`src/rtl/pipe_pkg.sv`:
```
// rtl/pipe_pkg.sv - shared types and constants for the pipeline hazard controller
package pipe_pkg;

    typedef enum logic {
        RUN      = 1'b0,
        LU_STALL = 1'b1
    } hz_state_t;

    localparam int BR_STAGE_EX  = 2;
    localparam int BR_STAGE_MEM = 3;
    localparam int REG_ZERO     = 0;

endpackage

```
`src/rtl/hazard_perf_cnt.sv`:
```
// rtl/hazard_perf_cnt.sv - three saturating event counters for stall, flush and freeze cycles
module hazard_perf_cnt #(
    parameter int CNT_W = 16
) (
    input  logic             clk,
    input  logic             rst,
    input  logic             inc_stall,
    input  logic             inc_flush,
    input  logic             inc_freeze,
    output logic [CNT_W-1:0] stall_cnt,
    output logic [CNT_W-1:0] flush_cnt,
    output logic [CNT_W-1:0] freeze_cnt
);

    localparam logic [CNT_W-1:0] CNT_MAX = '1;

    logic [CNT_W-1:0] stall_q, stall_d;
    logic [CNT_W-1:0] flush_q, flush_d;
    logic [CNT_W-1:0] freeze_q, freeze_d;

    always_comb begin
        stall_d  = stall_q;
        flush_d  = flush_q;
        freeze_d = freeze_q;
        if (inc_stall && stall_q != CNT_MAX) begin
            stall_d = stall_q + CNT_W'(1);
        end
        if (inc_flush && flush_q != CNT_MAX) begin
            flush_d = flush_q + CNT_W'(1);
        end
        if (inc_freeze && freeze_q != CNT_MAX) begin
            freeze_d = freeze_q + CNT_W'(1);
        end
    end

    always_ff @(posedge clk or posedge rst) begin
        if (rst) begin
            stall_q  <= '0;
            flush_q  <= '0;
            freeze_q <= '0;
        end else begin
            stall_q  <= stall_d;
            flush_q  <= flush_d;
            freeze_q <= freeze_d;
        end
    end

    assign stall_cnt  = stall_q;
    assign flush_cnt  = flush_q;
    assign freeze_cnt = freeze_q;

endmodule

```
`src/rtl/pipeline_hazard_ctrl.sv`:
```
// rtl/pipeline_hazard_ctrl.sv - load-use/branch/freeze hazard controller; HAZARD_PERF_CNT_EN builds perf counters
module pipeline_hazard_ctrl
    import pipe_pkg::*;
#(
    parameter int REG_AW           = 5,
    parameter int LOAD_USE_STALL   = 1,
    parameter int BR_RESOLVE_STAGE = 2,
    parameter int CNT_W            = 16
) (
    input  logic              clk,
    input  logic              rst,
    input  logic              id_valid,
    input  logic [REG_AW-1:0] id_rs1,
    input  logic [REG_AW-1:0] id_rs2,
    input  logic              id_use_rs1,
    input  logic              id_use_rs2,
    input  logic              idex_mem_read,
    input  logic [REG_AW-1:0] idex_rd,
    input  logic              exmem_mem_read,
    input  logic [REG_AW-1:0] exmem_rd,
    input  logic              br_taken,
    input  logic              dmem_busy,
    output logic              pc_write,
    output logic              ifid_write,
    output logic              idex_write,
    output logic              exmem_write,
    output logic              ifid_flush,
    output logic              idex_flush,
    output logic              exmem_flush,
    output logic              stall_active,
    output logic [CNT_W-1:0]  perf_stall_cnt,
    output logic [CNT_W-1:0]  perf_flush_cnt,
    output logic [CNT_W-1:0]  perf_freeze_cnt
);

    localparam logic [2:0]        N_EX      = 3'(LOAD_USE_STALL);
    localparam logic [2:0]        N_MEM     = 3'(LOAD_USE_STALL - 1);
    localparam logic              MEM_HAZ   = (LOAD_USE_STALL >= 2);
    localparam logic              BR_IN_MEM = (BR_RESOLVE_STAGE == BR_STAGE_MEM);
    localparam logic [REG_AW-1:0] RZ        = REG_AW'(REG_ZERO);

    hz_state_t  st_q, st_d;
    logic [2:0] cnt_q, cnt_d;
    logic [2:0] stall_len;
    logic       match_ex, match_mem;
    logic       haz_ex, haz_mem;
    logic       freeze, br_flush, lu_stall;

    always_comb begin
        match_ex  = (idex_rd != RZ) && id_valid &&
                    ((id_use_rs1 && idex_rd == id_rs1) || (id_use_rs2 && idex_rd == id_rs2));
        match_mem = (exmem_rd != RZ) && id_valid &&
                    ((id_use_rs1 && exmem_rd == id_rs1) || (id_use_rs2 && exmem_rd == id_rs2));
        haz_ex    = idex_mem_read && match_ex;
        haz_mem   = exmem_mem_read && match_mem && MEM_HAZ;
        stall_len = haz_ex ? N_EX : N_MEM;
    end

    // The first stall cycle is spent in RUN; LU_STALL covers the rest.
    always_comb begin
        st_d     = st_q;
        cnt_d    = cnt_q;
        freeze   = 1'b0;
        br_flush = 1'b0;
        lu_stall = 1'b0;
        if (dmem_busy) begin
            freeze = 1'b1;
        end else if (br_taken) begin
            br_flush = 1'b1;
            st_d     = RUN;
            cnt_d    = 3'd0;
        end else if (st_q == LU_STALL) begin
            lu_stall = 1'b1;
            if (cnt_q <= 3'd1) begin
                st_d  = RUN;
                cnt_d = 3'd0;
            end else begin
                cnt_d = cnt_q - 3'd1;
            end
        end else if (haz_ex || haz_mem) begin
            lu_stall = 1'b1;
            if (stall_len > 3'd1) begin
                st_d  = LU_STALL;
                cnt_d = stall_len - 3'd1;
            end
        end
    end

    always_ff @(posedge clk or posedge rst) begin
        if (rst) begin
            st_q  <= RUN;
            cnt_q <= 3'd0;
        end else begin
            st_q  <= st_d;
            cnt_q <= cnt_d;
        end
    end

    always_comb begin
        pc_write     = 1'b1;
        ifid_write   = 1'b1;
        idex_write   = 1'b1;
        exmem_write  = 1'b1;
        ifid_flush   = 1'b0;
        idex_flush   = 1'b0;
        exmem_flush  = 1'b0;
        stall_active = 1'b0;
        if (rst) begin
            pc_write     = 1'b0;
            ifid_write   = 1'b0;
            idex_write   = 1'b0;
            exmem_write  = 1'b0;
            ifid_flush   = 1'b1;
            idex_flush   = 1'b1;
            exmem_flush  = 1'b1;
            stall_active = 1'b1;
        end else if (freeze) begin
            pc_write     = 1'b0;
            ifid_write   = 1'b0;
            idex_write   = 1'b0;
            exmem_write  = 1'b0;
            stall_active = 1'b1;
        end else if (br_flush) begin
            ifid_flush  = 1'b1;
            idex_flush  = 1'b1;
            exmem_flush = BR_IN_MEM;
        end else if (lu_stall) begin
            pc_write     = 1'b0;
            ifid_write   = 1'b0;
            idex_flush   = 1'b1;
            stall_active = 1'b1;
        end
    end

`ifdef HAZARD_PERF_CNT_EN
    hazard_perf_cnt #(
        .CNT_W(CNT_W)
    ) u_perf (
        .clk       (clk),
        .rst       (rst),
        .inc_stall (lu_stall),
        .inc_flush (br_flush),
        .inc_freeze(freeze),
        .stall_cnt (perf_stall_cnt),
        .flush_cnt (perf_flush_cnt),
        .freeze_cnt(perf_freeze_cnt)
    );
`else
    assign perf_stall_cnt  = '0;
    assign perf_flush_cnt  = '0;
    assign perf_freeze_cnt = '0;
`endif

endmodule

```
`config.mk`:
```
export PLATFORM = sky130hd
export DESIGN_NAME = pipeline_hazard_ctrl
export DESIGN_NICKNAME = d
export VERILOG_FILES = /design/src/rtl/pipe_pkg.sv /design/src/rtl/hazard_perf_cnt.sv /design/src/rtl/pipeline_hazard_ctrl.sv
export SDC_FILE = /design/constraint.sdc
export NUM_CORES = 1
export LEC_CHECK = 0
export BUFFER_PORTS_ARGS = -buffer_cell sky130_fd_sc_hd__buf_4
export CELL_PAD_IN_SITES_DETAIL_PLACEMENT = 0
export CELL_PAD_IN_SITES_GLOBAL_PLACEMENT = 1
export CORE_MARGIN = 10
export CORE_UTILIZATION = 22
export DETAILED_ROUTE_END_ITERATION = 7
export MAX_ROUTING_LAYER = met4
export PLACE_DENSITY_LB_ADDON = 0.1
export SLEW_MARGIN = 20
export SYNTH_ARGS = -nofsm -noshare
export SYNTH_HDL_FRONTEND = slang
export SYNTH_HIERARCHICAL = 1
export SYNTH_SLANG_ARGS = --single-unit
```
`constraint.sdc`:
```
create_clock -name clk -period 1.7 [get_ports clk]
set_input_delay 0.17 -clock clk [delete_from_list [all_inputs] [get_ports clk]]
set_output_delay 0.17 -clock clk [all_outputs]
set_load 0.05 [all_outputs]
```
==> impl_results.md <==
- CP Launch Type: primary input
- Total power: 0.598 mW
- Most frequent CP cell: buf_4
- CTS Buf Count: 3
- Global-route congestion overflow total: 0
- Die H: 80.2 um
- Share of layout cells above drive strength 1: 0.303
- Adder-cell share of the synthesized area: 0.0314
- Final Setup Violations: 0
- Post-route setup TNS: 0 ps
- Sequential-to-total area share from yosys stat: 0.126
- Commonest cells after routing, fill and taps aside: conb_1 (48), buf_4 (30), xor2_1 (8)
- Largest net degree at the start of global routing: 7
- Crit Path Class: primary input to output pin
- Commonest non-fill, non-tap cell in the layout: conb_1
- CTS clock-pin slew for the worst setup and hold paths: 40 ps
- Worst EP arrival: 1460 ps
- Final Hold Fails: 0
- RSZ-0062 raised after global routing: no
- Initial antenna violation count: 0
- Met2 routed WL: 954 um
- Crit path buf inv count: 3
- DRC errors left: 0
- Vias per Instance: 3.34
- Main combinational cell family by area after synthesis: buffers and inverters
- ANT nets after route: 0
- Inst Count DP: 174
- Die area: about 6400 sq um
- Post-Synth XOR/XNOR Area: 0.110
- Syn avg cell area: 7.81 sq um
- Post-Route Utilization: 0.270
- Final WL: 2.11 mm
- H-tree depth: 1
- Crit path largest cell delay: 530 ps
- CP top delay family: buffers and inverters
- MaxCap Viol Count: 0
- Critical path peak fanout: 5
- WHS: approximately 210 ps
- Flops & latches, synth: 4
- CTS tree: built
- Maximum VDD drop: roughly 290 uV
- Count of cell types in the netlist: 25
- Final Cycle Share: 0.957
- Element type at the critical path end: output pin
- P_leak: 0.491 nW
- HPWL after DPL: roughly 1.9 mm
- Critical Path, Cell by Cell: dlygate4sd3_1, buf_4, a21o_1, a21oi_2, o31ai_2, buf_4
- DIE WIDTH: 80.2 um
- Fin nets: 165
- Starting density of the core: 0.233
- Final worst path period need: 1630 ps
- Detailed Route Iter0 Violations: 8
- Clk_skew: 0.784 ps
- CP required: roughly 1500 ps
- Latest clock arrival within the worst-skew pair: 230 ps
- Sink Count: 4
- Vias: 595
- Root buffer cell: clkbuf_4
- Vias in the first global route: 634
- Area of the core: roughly 3400 sq um
- Synthesized netlist cell count: roughly 100
- Num rows: 21
- Filler cell count: 392
- Fin. max-slew vios: 0
- Non-Filler Instances: 178
- I/O Pins: 85
- Synth Area in Simple Gates: 0.100
- Met3 wire length: 315 um
- Routed length per instance: 11.8 um
- Slowest library cell on the worst path: dlygate4sd3_1
- Yosys warning total: 6
- DR pass1 iterations: 2
- Antenna cells: 0
- GRT Overall Usage: 0.0598
- Mux share of post-synthesis cell area: 0
- Placer Congestion: approximately 0.75
- Status: completed
- Compound-Gate Fraction of Synth Area: 0.124
- FMAX: 615 MHz
- P&R area growth vs syn: 15.5%
- Worst Hold Class: primary input to flop
- Buffers on Ports: 30
- M1 WL: roughly 830 um
- First-pass GRT wire length: between 3 and 4 mm
- Top sig layer: met4
- Pwr dens: 649 nW/um^2
- Bufs on Longest Clock Path: 2
- Synthesized cell area: between 700 and 800 sq um
## worst register-to-register path, cell delays in order (launching register included)
cell,delay (ps)
dfrtp_1,400
ha_1,200
o21ba_2,220
o21ai_0,90
nand2b_1,200
o31ai_1,240
## cells in the mapped netlist
| cell type | count | share of area |
|---|---|---|
| a32oi_1 | 1 | 0.011 |
| inv_1 | 5 | 0.024 |
| and2_0 | 1 | 0.0079 |
| xnor2_1 | 2 | 0.022 |
| o311a_1 | 1 | 0.013 |
| nor4_2 | 1 | 0.016 |
| or3_1 | 1 | 0.0079 |
| nor2_1 | 1 | 0.0047 |
| nor3_1 | 1 | 0.0063 |
| nor4_1 | 1 | 0.0079 |
| nand2b_2 | 1 | 0.011 |
| dfrtp_1 | 4 | 0.13 |
| o31ai_1 | 2 | 0.019 |
| ha_1 | 2 | 0.031 |
| a21oi_1 | 2 | 0.013 |
| nand2b_1 | 1 | 0.0079 |
| conb_1 | 1 | 0.0047 |
| buf_4 | 51 | 0.48 |
| o21a_1 | 1 | 0.0094 |
| a21o_1 | 1 | 0.0094 |
| xor2_1 | 8 | 0.088 |
| o21ai_0 | 6 | 0.038 |
| nand2_1 | 5 | 0.024 |
| o21ba_2 | 1 | 0.013 |
| nor2b_1 | 1 | 0.0079 |
## worst paths after layout
kind,depth (start not counted),endpoint,from,slack [ps]
setup / recovery,6,idex_flush,rst,70
hold / removal,3,st_q,dmem_busy,210
setup reg to reg,5,cnt_q[2],cnt_q[0],260
hold reg to reg,1,cnt_q[2],cnt_q[2],470
max in group asynchronous,3,cnt_q[0],rst,1130
min in group asynchronous,3,st_q,rst,420
## power by group
part / switching [mW] / leakage (nW) / internal [mW]
clock network: 0.0353 / 0.0138 / 0.0787
registers: 0 / 0.0559 / 0.0958
logic: 0.319 / 0.422 / 0.0687
total: 0.354 / 0.491 / 0.243
## per-stage QoR
step / cell area [sq um] / worst slack, ps
6_report: 921 / 73.1
5_1_grt: 921 / 7.64
3_5_place_dp: 880 / 101
4_1_cts: 912 / 22.6
3_3_place_gp: 880 / 104
2_1_floorplan: 980 / -9.11
## layout make-up
cell class | instances | area [sq um] | share of cell area
clock buffer | 3 | 22.5 | 0.0245
inverter | 5 | 18.8 | 0.0204
multi-input combinational | 89 | 487 | 0.529
sequential | 4 | 100 | 0.109
tap | 46 | 57.6 | 0.0625
timing repair buffer | 31 | 235 | 0.255
## repair_timing
action | in CTS | in global routing
setup buffers | 0 | 0
gates resized for setup | 0 | 2
endpoints found under the setup margin | 0 | 4
hold buffers | 1 | 0
hold endpoints to repair | 4 | 0
## routing by layer
metal / global-route usage / vias up
li1: - / 289
met5: - / -
met1: 0.0629 / 261
met3: 0.0245 / 2
met4: 0.0317 / 0
met2: 0.0939 / 43
## logic make-up (layout without fill, tap and decap cells)
family          Yosys count  count (layout)
simple gates             14              14
compound gates           15              15
buf+inv                  56              39
xor+xnor                 10              10
fa+ha+maj                 2               2
flops                     4               4
other cells               1              48
## registers in the layout, summed over array words and instances (netlist names)
| register | cells |
|---|---|
| cnt_q | 3 |
| st_q | 1 |
Note: power is estimated with default switching activity, not from simulation.
